[config.mk]
export PLATFORM = sky130hd
export DESIGN_NAME = des_key_schedule
export DESIGN_NICKNAME = d
export VERILOG_FILES = /design/src/rtl/des_key_schedule.sv
export SDC_FILE = /design/constraint.sdc
export NUM_CORES = 1
export LEC_CHECK = 0
export CAP_MARGIN = 10
export CORE_AREA = 3 3 98 171
export DETAILED_ROUTE_END_ITERATION = 16
export DIE_AREA = 0 0 101 174
export PLACE_DENSITY_LB_ADDON = 0.12
export SETUP_SLACK_MARGIN = 0.15
export SLEW_MARGIN = 0
export SYNTH_ARGS = -nofsm -noshare
export SYNTH_HDL_FRONTEND = slang
export SYNTH_SLANG_ARGS = --single-unit
[constraint.sdc]
create_clock -name clk -period 3.4 [get_ports clk]
set_input_delay 0.68 -clock clk [delete_from_list [all_inputs] [get_ports clk]]
set_output_delay 0.68 -clock clk [all_outputs]
set_load 0.05 [all_outputs]
[src/rtl/des_key_schedule.sv]
// Sequential DES/TDEA key schedule: PC-1 on key accept, then one PC-2 subkey per
// sk_valid/sk_ready handshake in encrypt or decrypt order. Optional macro KEY_PARITY_CHK_EN.
module des_key_schedule #(
    parameter int ROUNDS         = 16,
    parameter int SHIFT_TBL [16] = '{1, 1, 2, 2, 2, 2, 2, 2, 1, 2, 2, 2, 2, 2, 2, 1}
) (
    input  logic        clk,
    input  logic        rst_n,
    input  logic        key_valid,
    output logic        key_ready,
    input  logic [63:0] key,
    input  logic        decrypt,
    input  logic        key_abort,
    output logic        sk_valid,
    input  logic        sk_ready,
    output logic [47:0] subkey,
    output logic [3:0]  sk_round,
    output logic        sk_last,
    output logic        parity_err
);

    localparam logic [0:0] IDLE = 1'b0;
    localparam logic [0:0] RUN  = 1'b1;

    // Tables use 1-based DES bit numbers; DES bit n of a w-bit vector is vec[w-n].
    localparam int PC1_TBL [56] = '{
        57, 49, 41, 33, 25, 17,  9,  1, 58, 50, 42, 34, 26, 18,
        10,  2, 59, 51, 43, 35, 27, 19, 11,  3, 60, 52, 44, 36,
        63, 55, 47, 39, 31, 23, 15,  7, 62, 54, 46, 38, 30, 22,
        14,  6, 61, 53, 45, 37, 29, 21, 13,  5, 28, 20, 12,  4
    };

    localparam int PC2_TBL [48] = '{
        14, 17, 11, 24,  1,  5,  3, 28, 15,  6, 21, 10,
        23, 19, 12,  4, 26,  8, 16,  7, 27, 20, 13,  2,
        41, 52, 31, 37, 47, 55, 30, 40, 51, 45, 33, 48,
        44, 49, 39, 56, 34, 53, 46, 42, 50, 36, 29, 32
    };

    function automatic int sum_shifts();
        int s = 0;
        for (int i = 0; i < ROUNDS; i++) s += SHIFT_TBL[i];
        return s % 28;
    endfunction

    // Rotation that takes C0/D0 straight to Cn/Dn so decryption starts at Kn.
    localparam logic [4:0] DEC_INIT_SHIFT = 5'(sum_shifts());

    function automatic logic [4:0] shift_at(input logic [4:0] idx);
        logic [4:0] amt = 5'd0;
        for (int i = 0; i < 16; i++) begin
            if (idx == 5'(i)) amt = 5'(SHIFT_TBL[i]);
        end
        return amt;
    endfunction

    function automatic logic [27:0] rotl28(input logic [27:0] x, input logic [4:0] n);
        logic [55:0] t;
        t = {x, x} << n;
        return t[55:28];
    endfunction

    function automatic logic [27:0] rotr28(input logic [27:0] x, input logic [4:0] n);
        logic [55:0] t;
        t = {x, x} >> n;
        return t[27:0];
    endfunction

    function automatic logic [55:0] pc1(input logic [63:0] k);
        logic [55:0] o;
        for (int i = 0; i < 56; i++) o[55-i] = k[64-PC1_TBL[i]];
        return o;
    endfunction

    function automatic logic [47:0] pc2(input logic [55:0] cd);
        logic [47:0] o;
        for (int i = 0; i < 48; i++) o[47-i] = cd[56-PC2_TBL[i]];
        return o;
    endfunction

    logic [0:0]  state_q, state_d;
    logic        init_q;
    logic        dec_q, dec_d;
    logic [27:0] c_q, c_d;
    logic [27:0] d_q, d_d;
    logic [3:0]  round_q, round_d;
    logic        perr_d;
    logic        accept;
    logic        handshake;
    logic [55:0] pc1_key;
    logic [4:0]  first_amt;
    logic [4:0]  enc_amt;
    logic [4:0]  dec_amt;
    logic        key_ok;

    assign key_ready = (state_q == IDLE) && init_q;
    assign sk_valid  = (state_q == RUN);
    assign sk_round  = round_q;
    assign sk_last   = sk_valid && (round_q == 4'(ROUNDS - 1));
    assign subkey    = pc2({c_q, d_q});

    assign accept    = key_valid && key_ready && !key_abort;
    assign handshake = sk_valid && sk_ready;
    assign pc1_key   = pc1(key);
    assign first_amt = decrypt ? DEC_INIT_SHIFT : shift_at(5'd0);
    assign enc_amt   = shift_at({1'b0, round_q} + 5'd1);
    assign dec_amt   = shift_at(5'(ROUNDS - 1) - {1'b0, round_q});

`ifdef KEY_PARITY_CHK_EN
    logic perr_q;

    function automatic logic odd_parity_ok(input logic [63:0] k);
        logic ok = 1'b1;
        for (int b = 0; b < 8; b++) begin
            if (^k[8*b +: 8] == 1'b0) ok = 1'b0;
        end
        return ok;
    endfunction

    assign key_ok     = odd_parity_ok(key);
    assign parity_err = perr_q;

    always_ff @(posedge clk or negedge rst_n) begin
        if (!rst_n) perr_q <= 1'b0;
        else        perr_q <= perr_d;
    end
`else
    // PC-1 discards the parity bits, so they are deliberately left unread here.
    logic parity_bits_unused;
    assign parity_bits_unused = ^{key[56], key[48], key[40], key[32],
                                  key[24], key[16], key[8], key[0], perr_d};
    assign key_ok     = 1'b1;
    assign parity_err = 1'b0;
`endif

    always_comb begin
        // NOTE: every next-state value defaults to its register so no path infers a latch.
        state_d = state_q;
        dec_d   = dec_q;
        c_d     = c_q;
        d_d     = d_q;
        round_d = round_q;
        perr_d  = 1'b0;

        if (key_abort) begin
            state_d = IDLE;
            round_d = 4'd0;
        end else if (state_q == IDLE) begin
            if (accept) begin
                if (!key_ok) begin
                    perr_d = 1'b1;
                end else begin
                    c_d     = rotl28(pc1_key[55:28], first_amt);
                    d_d     = rotl28(pc1_key[27:0], first_amt);
                    dec_d   = decrypt;
                    round_d = 4'd0;
                    state_d = RUN;
                end
            end
        end else if (handshake) begin
            if (sk_last) begin
                state_d = IDLE;
                round_d = 4'd0;
            end else begin
                // Decrypt walks back from Cn by undoing the shift that produced the current round.
                c_d     = dec_q ? rotr28(c_q, dec_amt) : rotl28(c_q, enc_amt);
                d_d     = dec_q ? rotr28(d_q, dec_amt) : rotl28(d_q, enc_amt);
                round_d = round_q + 4'd1;
            end
        end
    end

    // NOTE: sequential state uses non-blocking assignments only; the combinational block above uses blocking.
    always_ff @(posedge clk or negedge rst_n) begin
        if (!rst_n) begin
            state_q <= IDLE;
            init_q  <= 1'b0;
            dec_q   <= 1'b0;
            c_q     <= 28'd0;
            d_q     <= 28'd0;
            round_q <= 4'd0;
        end else begin
            state_q <= state_d;
            init_q  <= 1'b1;
            dec_q   <= dec_d;
            c_q     <= c_d;
            d_q     <= d_d;
            round_q <= round_d;
        end
    end

endmodule

## After elaboration in Yosys (flattened, before gate mapping)

Cells that the tools add are included.

| storage, ports and cells | value |
|---|---|
| bits in registers | 63 |
| input port bits | 70 |

| cells by class | value |
|---|---|
| add/sub/neg operators | 3 |
| equal/unequal tests | 34 |
| shifts and indexed selects | 6 |
| muxes and demuxes | 53 |
| bitwise gates (word level) | 2 |
| reductions and logical operators | 13 |

Operator list:

| cell | number |
|---|---|
| 2-to-1 mux 28 bit | 10 |
| 2-to-1 mux 5 bit | 28 |
| left shift 56 x 1 -> 56 bit | 2 |
| left shift 56 x 5 -> 56 bit | 2 |
| >> shifter 56 x 5 -> 28 bit | 2 |
| equality test 5 x 4 -> 1 bit, second input constant | 16 |
| equality test 5 x 3 -> 1 bit, second input constant | 8 |
| equality test 5 x 2 -> 1 bit, second input constant | 4 |
| 2-to-1 mux 4 bit | 5 |
| equality test 5 x 1 -> 1 bit, second input constant | 2 |
| logical NOT 5 bit | 2 |
| 2-to-1 mux 1 bit | 9 |
| adder 4 x 1 -> 5 bit, second input constant | 1 |
| logical AND 1 bit | 5 |
| subtractor 4 x 4 -> 5 bit, first input constant | 1 |
| adder 4 x 1 -> 4 bit, second input constant | 1 |
| equality test 4 bit, second input constant | 1 |
| AND reduction 4 bit | 1 |
| inequality test 3 x 2 -> 1 bit, second input constant | 1 |
| AND reduction 3 bit | 1 |
| nonzero test 3 bit | 1 |
| 2-to-1 mux 2 bit | 1 |
| inequality test 2 x 1 -> 1 bit, second input constant | 1 |
| inequality test 2 bit, second input constant | 1 |
| 4 further kinds | 5 |

## Logic depth before layout (Yosys ltp)

Gate-level depths: netlist (run 1).

| logic depth | value |
|---|---|
| depth after elaboration | 23 |
| depth in mapped cells | 11 |
| depth with buffers taken out | 8 |

## Worst setup path after synthesis (run 1)

Ideal clock, no wire load.

| timing | value |
|---|---|
| path kind | register -> register |
| start | register round_q[0], in the netlist sk_round[0] |
| end | register c_q[0] |
| library setup time | 0.087 ns |
| arrival time | 2.729 ns |
| required time | 3.313 ns |
| path slack | 0.584 ns |
| cell stages (with the launch flop) | 12 |
| clock period less this slack | 2.816 ns |
| cells stage by stage | dfrtp_1 inv_1 ha_1 nor3_1 nor3_1 a31o_1 a311oi_2 buf_6 buf_6 buf_2 o2111ai_1 o211ai_1 |

| on the way | value |
|---|---|
| longest elaborated chain between the ends | 23 |
| elaborated cells on any way between the ends | 76 |

RTL lines:

| element | line | text |
|---|---|---|
| from (decl) | 86 | `logic [3:0] round_q, round_d;` |
| from (signal assigned) | 188 | `round_q <= round_d;` |
| adder 4 x 1 -> 5 bit / subtractor 4 x 4 -> 5 bit (equally long branches) | 106, 107 |  |
| logical NOT 5 bit | 52 | `if (idx == 5'(i)) amt = 5'(SHIFT_TBL[i]);` |
| 2-to-1 mux 1 bit | 52 |  |
| 2-to-1 mux 5 bit / 2-to-1 mux 1 bit (equally long branches) | 52 |  |
| 2-to-1 mux 5 bit / 2-to-1 mux 2 bit (equally long branches) | 52 |  |
| 2-to-1 mux 5 bit (13 in a row) | 52 |  |
| left shift 56 x 5 -> 56 bit / >> shifter 56 x 5 -> 28 bit (equally long branches) | 59, 65 |  |
| 2-to-1 mux 28 bit | 166 | `c_d = dec_q ? rotr28(c_q, dec_amt) : rotl28(c_q, enc_amt);` |
| 2-to-1 mux 28 bit | 161 | `if (sk_last) begin` |
| 2-to-1 mux 28 bit | 160 | `end else if (handshake) begin` |
| 2-to-1 mux 28 bit | 148 | `end else if (state_q == IDLE) begin` |
| to (signal assigned) | 179 | `c_q <= 28'd0;` |
| to (signal assigned) | 186 | `c_q <= c_d;` |
| to (decl) | 84 | `logic [27:0] c_q, c_d;` |

Several ways; a longest one is shown, not always the timed one. The select of a mux whose other input is x is not followed.
A chain may end at the register's enable or synchronous reset.

## Final worst setup path (run 1)

| timing | value |
|---|---|
| start | register round_q[0], in the netlist sk_round[0] |
| end | register c_q[21] |

The elaborated chain is that of the path after synthesis.

==> impl_results.md, run 1 <==
- Outcome: completed
- Number of H-tree levels: 3
- First-pass GRT wire length: 43700 µm
- Drt first pass iters: 5
- CTS tree: done
- DRC viols: 0
- Max Fanout on Critical Path: 56
- Hold-fix buffers, CTS: 0
- Post-synth EDFFs: 0
- Setup violators final: 0
- Register area share after synthesis: 0.179
- DP Area: 9570 µm²
- Worst Path Arrival: 3.05 ns
- Grt met3 use: 0.0361
- Total power draw: 0.00376 W
- Grt ovf: 0
- Postcts setup bufs: 0
- Setup CP Type: reg2reg
- Nature of the critical path endpoint: flop
- Type of the tightest min-delay check: in2async
- Drt via density: 6.96
- Period Utilization, post-route: 0.834
- GR peak layer: met2
- Cell taking the most area after synthesis: dfrtp_1
- Area Overhead vs Synth: 12.6%
- Post-DP HPWL: 16400 µm
- Post-DR wirelength/cell: 20.4 µm
- Initial Util: 0.569
- Top post-synthesis cells by area: dfrtp_1 18%, mux2_2 7.4%, mux2i_1 6.4%, o2111ai_1 5.6%, nand2_1 5.2%
- Post-synthesis instance total: 1160
- Die area: 17600 µm²
- Chip Width: 101 µm
- GPL Wtd Cong: 0.849
- Distinct cells, synth: 51
- Fin crit period: 2.84 ns
- Synth Flop Type: dfrtp_1
- # port buffers: 116
- Worst Path Required: 3.61 ns
- Share of cells above drive strength 1: 0.0996
- GRT met2 Usage: 0.520
- Final Slew Violations: 0
- Number of global-route vias before repair: 8645
- Avg Cell Area, Syn: 7.58 µm²
- Peak supply drop: 0.286 mV
- Max Clock Freq: 0.353 GHz
- Max cap viols: 0
- I/O pin cnt: 126
- Clock Latency Late Sink: 0.34 ns
- Via count: 9194
- CP startpoint kind: flop
- Max clock buf depth: 2
- Most frequent cell after synthesis: nand2_1
- Reg2reg path depth: 9
- Clock Pin Slew Worst Setup and Hold Paths: 0.06 ns
- Die H: 174 µm
- CTS Sinks: 63
- Final core utilization: 0.640
- Worst slew pin tran: 0.772 ns
- Final worst slack: 0.565 ns
- Final net count: 1207
- Largest net degree at the start of global routing: 125
- GR Util met1: 0.380
- Fin area: 9900 µm²
- Yosys reg bits: 63
- PwrDens: 380 nW/µm²
- Ant diodes: 0
- Core area: 15500 µm²
- Post_cts resized: 0
- Post-Syn Nets: 1237
- Leak: 3.06 nW
- Top cell type's share of synthesized area: 0.179
- TritonCTS buffer count: 9
- Std-Cell Rows: 60
- RSZ-0062 raised after global routing: no
- Initial DRC Count: 565
- Ys async rst share: 1.00
- R2r setup slk: 0.56 ns
- Pre-CTS setup slack: 0.492 ns
- Post-route ant nets: 0
- Final TNS setup: 0 ns
- Mapped Area: 8800 µm²
- Synth warn: 0
- Most instantiated cells after synthesis: 121 x nand2_1, 71 x clkbuf_1, 63 x dfrtp_1
- Tot GR Track Use: 0.299
- Layout Skew: 0.0121 ns
- Drt total wl: 26900 µm
- Final Hold Vio Count: 0
- Antenna violations before repair: 0
- CTS root buf: clkbuf_16
- Relative slew slack: 0.485
## per-layer routing
layer / vias up / wire (µm)
li1: 4319 / -
met1: 4450 / 10700
met2: 382 / 13900
met3: 43 / 1850
met4: 0 / 396
met5: - / 0
## per-stage QoR
step	std cells	hold slack (ns)
global placement	1305	0.719
floorplan	1160	0.384
CTS	1321	0.419
global route	1321	0.458
finish	1321	0.410
detailed placement	1305	0.724
## sequential cells by signal, summed over array words and instances, names as in the netlist
signal,cells
sk_round,4
sk_valid,1
init_q,1
dec_q,1
d_q,28
c_q,28
## cells by family after synthesis
kind of cell               Yosys count  synth area share
muxes                              114             0.138
AOI/OAI and AO/OA                  308             0.247
xor gates and xnor gates             1          0.000996
DFF                                 63             0.179
other                                2          0.000854
adders and majority gates            7           0.00996
buffers and inverters              185             0.119
and+or+nand+nor                    480             0.306
## worst paths after layout
check                                   end   startpoint
worst max-delay path                c_q[21]  sk_round[0]
worst min-delay path            sk_round[3]        rst_n
worst max register to register      c_q[21]  sk_round[0]
worst min register to register      d_q[23]      d_q[21]
max in group asynchronous             dec_q        rst_n
min in group clk                    d_q[23]      d_q[21]
## critical path: stages (launching register included)
cell and delay (ns):
dfrtp_1 0.46, inv_1 0.14, ha_1 0.29, mux2_2 0.39
a32oi_4 0.24, buf_12 0.38, mux2i_1 0.37, nand2_1 0.09
a31oi_1 0.20, o211ai_1 0.11
## cells in the final DEF, fill, tap and decap left out, types with 2 or more instances in the layout
| cell | n |
|---|---|
| o211ai_1 | 57 |
| clkbuf_16 | 9 |
| and2_1 | 2 |
| nand3b_1 | 2 |
| nor3_1 | 59 |
| o21ai_0 | 6 |
| or2_1 | 9 |
| or2_0 | 47 |
| mux2i_1 | 56 |
| buf_2 | 3 |
| dfrtp_1 | 61 |
| or3_1 | 56 |
| a211oi_1 | 2 |
| buf_4 | 9 |
| inv_2 | 3 |
| bufinv_16 | 2 |
| clkdlybuf4s50_1 | 112 |
| or4_1 | 56 |
| nand3_1 | 2 |
| nand2b_1 | 57 |
| clkbuf_1 | 2 |
| nor2_1 | 6 |
| mux2_2 | 58 |
| clkbuf_8 | 2 |
| nor2b_1 | 2 |
| a31oi_1 | 56 |
| inv_1 | 2 |
| buf_12 | 14 |
| o21bai_1 | 56 |
| conb_1 | 2 |
| a21oi_1 | 61 |
| nand2_1 | 121 |
| o2111ai_1 | 56 |
| nor4_1 | 56 |
| ha_1 | 7 |
## layout make-up
type | instances | area [µm²]
clock buffers | 13 | 260
clock inverters | 3 | 65.1
fillers | 1412 | 5560
inverters | 5 | 18.8
multi-input cells | 912 | 6250
flip-flops and latches | 63 | 1580
well taps | 186 | 233
repair buffers | 139 | 1500
## power by group
part / leakage (nW) / internal (W) / switching, W
Combinational: 2.30 / 0.000723 / 0.000932
Clock: 0.160 / 0.000682 / 0.000371
Sequential: 0.603 / 0.000832 / 0.000223
Total: 3.06 / 0.00224 / 0.00153
No activity file was read; power rests on OpenSTA's default activity.
==> run 2: changes to the inputs <==
==> constraint.sdc (replaced) <==
create_clock -name clk -period 2.9 [get_ports clk]
set_input_delay 0.58 -clock clk [delete_from_list [all_inputs] [get_ports clk]]
set_output_delay 0.58 -clock clk [all_outputs]
set_load 0.05 [all_outputs]
==> run 2 against run 1 <==
Against the previous run: non-clock buffer count up 25; power up 19%; hold slack lost 0.096 ns; register-to-register slack got worse by 0.30 ns; count of clock-buffer cells in the layout did not move; critical endpoint is now c_q[14]; largest cell class unchanged; highest routed layer unchanged.
==> impl_results.md, run 2 (synthesis gave the netlist of run 1 again) <==
- Worst Path Arrival: 2.88 ns (-0.17 ns)
- Max Clock Freq: 0.380 GHz (+7.7%)
- Setup CP Type: reg2reg
- Max clock buf depth: 2 (unchanged)
- Max Fanout on Critical Path: 15 (-73%)
- Die H: 174 µm (unchanged)
- Tot GR Track Use: 0.315 (+0.0163)
- Initial Util: 0.569 (unchanged)
- Via count: 9483 (+3.1%)
- DP Area: 9780 µm² (+2.2%)
- R2r setup slk: 0.27 ns (-0.30 ns)
- GPL Wtd Cong: 0.846 (-0.29%)
- Period Utilization, post-route: 0.908 (+0.0739)
- Relative slew slack: 0.494 (+0.00889)
- Worst setup path start: sk_round[0]
- PwrDens: 438 nW/µm² (+15%)
- Worst slew pin tran: 0.759 ns (-0.0133 ns)
- Area Overhead vs Synth: 16.0%
- DRC viols: 0 (unchanged)
- CTS Sinks: 63 (unchanged)
- CP max-delay cell: or4_1
- FF-to-FF Start: sk_round[0]
- TritonCTS buffer count: 9 (unchanged)
- Clock Pin Slew Worst Setup and Hold Paths: 0.06 ns (about the same)
- Final TNS setup: 0 ns (unchanged)
- Reg2reg path depth: 12 (+3)
- Post-DP HPWL: 17600 µm (+7.1%)
- Hold-fix buffers, CTS: 0 (unchanged)
- Type of the tightest min-delay check: in2async
- Drt total wl: 28500 µm (+5.9%)
- CTS root buf: clkbuf_16
- Pre-CTS setup slack: 0.146 ns (-0.346 ns)
- Initial DRC Count: 816 (+44%)
- Worst setup endpoint: c_q[14]
- CTS tree: done
- Cells after DPL: 1323 (+1.4%)
- Clock Latency Late Sink: 0.34 ns (about the same)
- Final net count: 1232 (+2.1%)
- Leak: 3.19 nW (+4.3%)
- Layout Cells excl Fill: 1346 (+1.9%)
- I/O pin cnt: 126 (unchanged)
- First-pass GRT wire length: 46100 µm (+5.4%)
- Delay-heaviest family, CP: buffers and inverters
- Setup violators final: 0 (unchanged)
- Most frequent cells in the layout: 121 x nand2_1, 112 x clkdlybuf4s50_1, 61 x a21oi_1
- Buf/Inv on CP: 5 (+3)
- Die area: 17600 µm² (unchanged)
- Std-Cell Rows: 60 (unchanged)
- Share of cells above drive strength 1: 0.127 (+0.0272)
- Outcome: completed
- Number of H-tree levels: 3 (unchanged)
- Peak supply drop: 0.236 mV (-18%)
- Final Hold Vio Count: 0 (unchanged)
- Fin area: 10200 µm² (+3.1%)
- Worst-path cell chain: inv_2, ha_1, buf_4, nor3_1, nor3b_1, o21a_1, a311oi_4, buf_4, clkbuf_16, buf_4, or4_1, o211ai_1
- Crit path largest cell delay: 0.50 ns (+0.04 ns)
- Fillcell total: 1383 (-2.1%)
- CP Depth: 12 (+3)
- Ant diodes: 0 (unchanged)
- Core area: 15500 µm² (unchanged)
- Antenna violations before repair: 0 (unchanged)
- Chip Width: 101 µm (unchanged)
- RSZ-0062 raised after global routing: yes
- Number of global-route vias before repair: 9270 (+7.2%)
- Capture point of the worst reg-to-reg path: c_q[14]
- Worst Path Required: 3.15 ns (-0.46 ns)
- Largest net degree at the start of global routing: 113 (-9.6%)
- Grt ovf: 0 (unchanged)
- Layout Skew: 0.00604 ns (-0.00607 ns)
- Drt first pass iters: 6 (+1)
- Fin crit period: 2.63 ns (-0.203 ns)
- Drt via density: 7.05 (+1.2%)
- Post-DR wirelength/cell: 21.2 µm (+4.0%)
- # port buffers: 116 (unchanged)
- Final worst slack: 0.267 ns (-0.297 ns)
- CP dominant cell by count: buf_4
- Nature of the critical path endpoint: flop
- CP startpoint kind: flop
- Max cap viols: 0 (unchanged)
- Post-route ant nets: 0 (unchanged)
- Most common cell after layout, fill and taps aside: nand2_1
- Final Slew Violations: 0 (unchanged)
## run 2: worst reg2reg max path, delay by kind of cell (launching register included)
kind | cells | cell delay (ns)
buf+inv | 5 | 0.81
fa+ha+maj | 1 | 0.17
flops | 1 | 0.46
simple gates | 3 | 0.74
compound gates | 3 | 0.36
## run 2: how the worst min path moves through the flow
stage	slack, ns	depth (start not counted)	start	to
floorplan	0.28	0	rst_n	c_q[0]
global placement	0.66	2	sk_round[3]	sk_round[3]
detailed placement	0.66	2	sk_round[3]	sk_round[3]
CTS	0.32	1	rst_n	init_q
global route	0.34	1	rst_n	d_q[5]
finish	0.31	1	rst_n	init_q
## run 2: per-layer routing
layer | track usage | up-vias | wire (µm)
met5 | 0 | - | 0
li1 | - | 4363 | -
met4 | 0.119 | 0 | 724
met2 | 0.545 | 463 | 14600
met1 | 0.394 | 4586 | 11200
met3 | 0.0398 | 71 | 2030
## run 2: what timing repair did
action / CTS / global route
endpoints found under the setup margin: 0 / 38
buffers inserted: 0 / 5
gates resized for setup: 0 / 8
## run 2: stage by stage
stage,total power (W),util,hold WS (ns)
after floorplan,0.00270,-,0.284
after global placement,0.00319,0.633,0.656
after detailed placement,0.00321,0.633,0.656
after CTS,0.00444,0.654,0.322
after global routing,0.00473,0.660,0.344
final,0.00447,0.660,0.313
## run 2: power by group
| part | total (W) | internal, W | switching [W] |
|---|---|---|---|
| sequential | 0.00123 | 0.000976 | 0.000251 |
| combinational | 0.00201 | 0.000884 | 0.00113 |
| clock | 0.00123 | 0.000800 | 0.000431 |
## run 2: final cells by class
cell class,count,area [µm²],area share
clock buffer,13,260,0.0255
inverter,5,18.8,0.00184
multi-input combinational,912,6270,0.614
timing repair buffer,164,1780,0.174
tap,186,233,0.0228
clock inverter,3,65.1,0.00637
sequential,63,1580,0.155
==> run 3: changes to the inputs <==
--- a/config.mk
+++ b/config.mk
@@ -6,9 +6,11 @@
 export NUM_CORES = 1
 export LEC_CHECK = 0
 export CAP_MARGIN = 10
-export CORE_AREA = 3 3 98 171
+export CELL_PAD_IN_SITES_DETAIL_PLACEMENT = 1
+export CELL_PAD_IN_SITES_GLOBAL_PLACEMENT = 2
+export CORE_AREA = 3 3 128 222
 export DETAILED_ROUTE_END_ITERATION = 16
-export DIE_AREA = 0 0 101 174
+export DIE_AREA = 0 0 131 225
 export PLACE_DENSITY_LB_ADDON = 0.12
 export SETUP_SLACK_MARGIN = 0.15
 export SLEW_MARGIN = 0
==> run 3 against run 2 <==
Against the previous run: critical path depth is 2 lower; count of clock-buffer cells in the layout is 2 higher; global-route usage is 8.3 points lower; sequential share of layout area is 0.41 points lower; power is 0.50% lower; largest cell class unchanged; hold slack worse by 0.11 ns.
==> impl_results.md, run 3 (synthesis gave the netlist of run 1 again) <==
- Outcome: completed
- Reg2reg path depth: 10 (-2)
- Setup violators final: 0 (unchanged)
- FF-to-FF Start: sk_round[0]
- Type of the tightest min-delay check: in2async
- GPL Wtd Cong: 0.804 (-4.9%)
- Max Fanout on Critical Path: 16 (+1)
- Die H: 225 µm (+29%)
- Tot GR Track Use: 0.232 (-0.0834)
- Initial Util: 0.328 (-0.240)
- Worst Path Required: 3.13 ns (-0.02 ns)
- Peak supply drop: 0.307 mV (+30%)
- Crit path largest cell delay: 0.44 ns (-0.06 ns)
- Pre-CTS setup slack: 0.188 ns (+0.0416 ns)
- Area Overhead vs Synth: 19.2%
- Max clock buf depth: 2 (unchanged)
- Final Hold Vio Count: 0 (unchanged)
- Die area: 29500 µm² (+68%)
- Period Utilization, post-route: 0.899 (-0.00862)
- Grt ovf: 0 (unchanged)
- I/O pin cnt: 126 (unchanged)
- Max Clock Freq: 0.383 GHz (+0.96%)
- Ant diodes: 0 (unchanged)
- Max cap viols: 0 (unchanged)
- # port buffers: 116 (unchanged)
- CTS root buf: clkbuf_16
- Drt first pass iters: 4 (-2)
- CP startpoint kind: flop
- Post-DP HPWL: 22600 µm (+29%)
- CTS Sinks: 63 (unchanged)
- RSZ-0062 raised after global routing: yes
- Post-route ant nets: 0 (unchanged)
- Most common cell after layout, fill and taps aside: nand2_1
- PwrDens: 424 nW/µm² (-3.1%)
- Chip Width: 131 µm (+30%)
- Worst-path cell chain: inv_1, ha_1, mux2_2, a32oi_4, buf_4, buf_12, mux2i_1, nand2_1, a31oi_1, o211ai_1
- Worst Path Arrival: 2.84 ns (-0.04 ns)
- Most frequent cells in the layout: 121 x nand2_1, 112 x clkdlybuf4s50_1, 61 x a21oi_1
- Antenna violations before repair: 0 (unchanged)
- Post-DR wirelength/cell: 22.3 µm (+5.3%)
- Layout Cells excl Fill: 1532 (+14%)
- Drt total wl: 34200 µm (+20%)
- Leak: 3.23 nW (+1.2%)
- CP max-delay cell: dfrtp_2
- Number of H-tree levels: 3 (unchanged)
- Share of cells above drive strength 1: 0.134 (+0.00684)
- Setup CP Type: reg2reg
- Via count: 9244 (-2.5%)
- Core area: 26800 µm² (+73%)
- First-pass GRT wire length: 54700 µm (+19%)
- Std-Cell Rows: 79 (+32%)
- Hold-fix buffers, CTS: 0 (unchanged)
- Number of global-route vias before repair: 9709 (+4.7%)
- Fin crit period: 2.61 ns (-0.0250 ns)
- Drt via density: 6.03 (-14%)
- Fillcell total: 3229 (+130%)
- Final TNS setup: 0 ns (unchanged)
- Final net count: 1241 (+0.73%)
- Relative slew slack: 0.440 (-0.0538)
- TritonCTS buffer count: 9 (unchanged)
- CTS tree: done
- R2r setup slk: 0.29 ns (+0.03 ns)
- Nature of the critical path endpoint: flop
- Capture point of the worst reg-to-reg path: d_q[13]
- Largest net degree at the start of global routing: 79 (-30%)
- Final worst slack: 0.292 ns (+0.0250 ns)
- Final Slew Violations: 0 (unchanged)
- Clock Pin Slew Worst Setup and Hold Paths: 0.06 ns (about the same)
- Layout Skew: 0.00606 ns (+0.0000291 ns)
- Cells after DPL: 1514 (+14%)
- Worst slew pin tran: 0.839 ns (+0.0807 ns)
- Total power draw: 0.00445 W (-0.50%)
- Clock Latency Late Sink: 0.36 ns (+0.02 ns)
- DRC viols: 0 (unchanged)
- Initial DRC Count: 440 (-46%)
run 3: cell count changes in the layout (fill, tap and decap cells not counted), sizes merged:
cell / previous run / this run
clkinv: 1 / 0
bufinv: 2 / 0
clkbuf: 14 / 16
buf: 51 / 60
run 3: layer usage:
layer / wire length, µm / GRT usage / vias up / part of all wire
met4: 679 / 0.0724 / 0 / 0.020
met5: 0 / 0 / - / 0
met2: 18100 / 0.424 / 170 / 0.53
met1: 14400 / 0.279 / 4668 / 0.42
li1: - / - / 4366 / -
met3: 935 / 0.0237 / 40 / 0.027
run 3: through the flow:
step                      utilization  hold slack (ns)  instance area, µm²
after global placement          0.378            0.532               10100
final                           0.391            0.204               10500
after detailed placement        0.378            0.543               10100
after floorplan                     -            0.284                8800
after CTS                       0.389            0.210               10400
after global routing            0.391            0.237               10500
run 3: critical path: cells and delay by family, from the launching register on:
family                   cells  cell delay, ns
adder cells (fa/ha/maj)      1            0.18
AO/OA/AOI/OAI                3            0.54
multiplexers                 2            0.73
flip-flops                   1            0.44
AND/OR/NAND/NOR              1            0.09
buffers and inverters        3            0.50
run 3: worst max path at each step:
stage	startpoint	end	slack, ns	cells past startpoint
6_report	sk_round[0]	d_q[13]	0.29	10
5_1_grt	sk_round[1]	c_q[0]	0.14	9
4_1_cts	sk_round[1]	d_q[8]	0.21	9
3_5_place_dp	key_valid	c_q[15]	0.19	8
3_3_place_gp	key_valid	c_q[0]	0.20	8
2_1_floorplan	sk_round[0]	c_q[15]	0.32	11
run 3: timing repair:
item                       CTS  global route
buffers inserted             0             2
setup endpoints to repair    0            51
gates resized for setup      0             7
run 3: where the power goes:
part           internal [W]  leakage [nW]  switching (W)
Combinational      0.000907          2.49        0.00116
Clock              0.000670         0.142       0.000458
Sequential         0.000975         0.599       0.000280
Total               0.00255          3.23        0.00190
run 3: layout make-up:
class / count / area (µm²) / area share
flip-flops and latches: 63 / 1580 / 0.151
repair buffers: 173 / 1870 / 0.178
well taps: 364 / 455 / 0.0434
inverters: 5 / 18.8 / 0.00179
clock buffers: 15 / 288 / 0.0275
multi-input cells: 912 / 6270 / 0.598
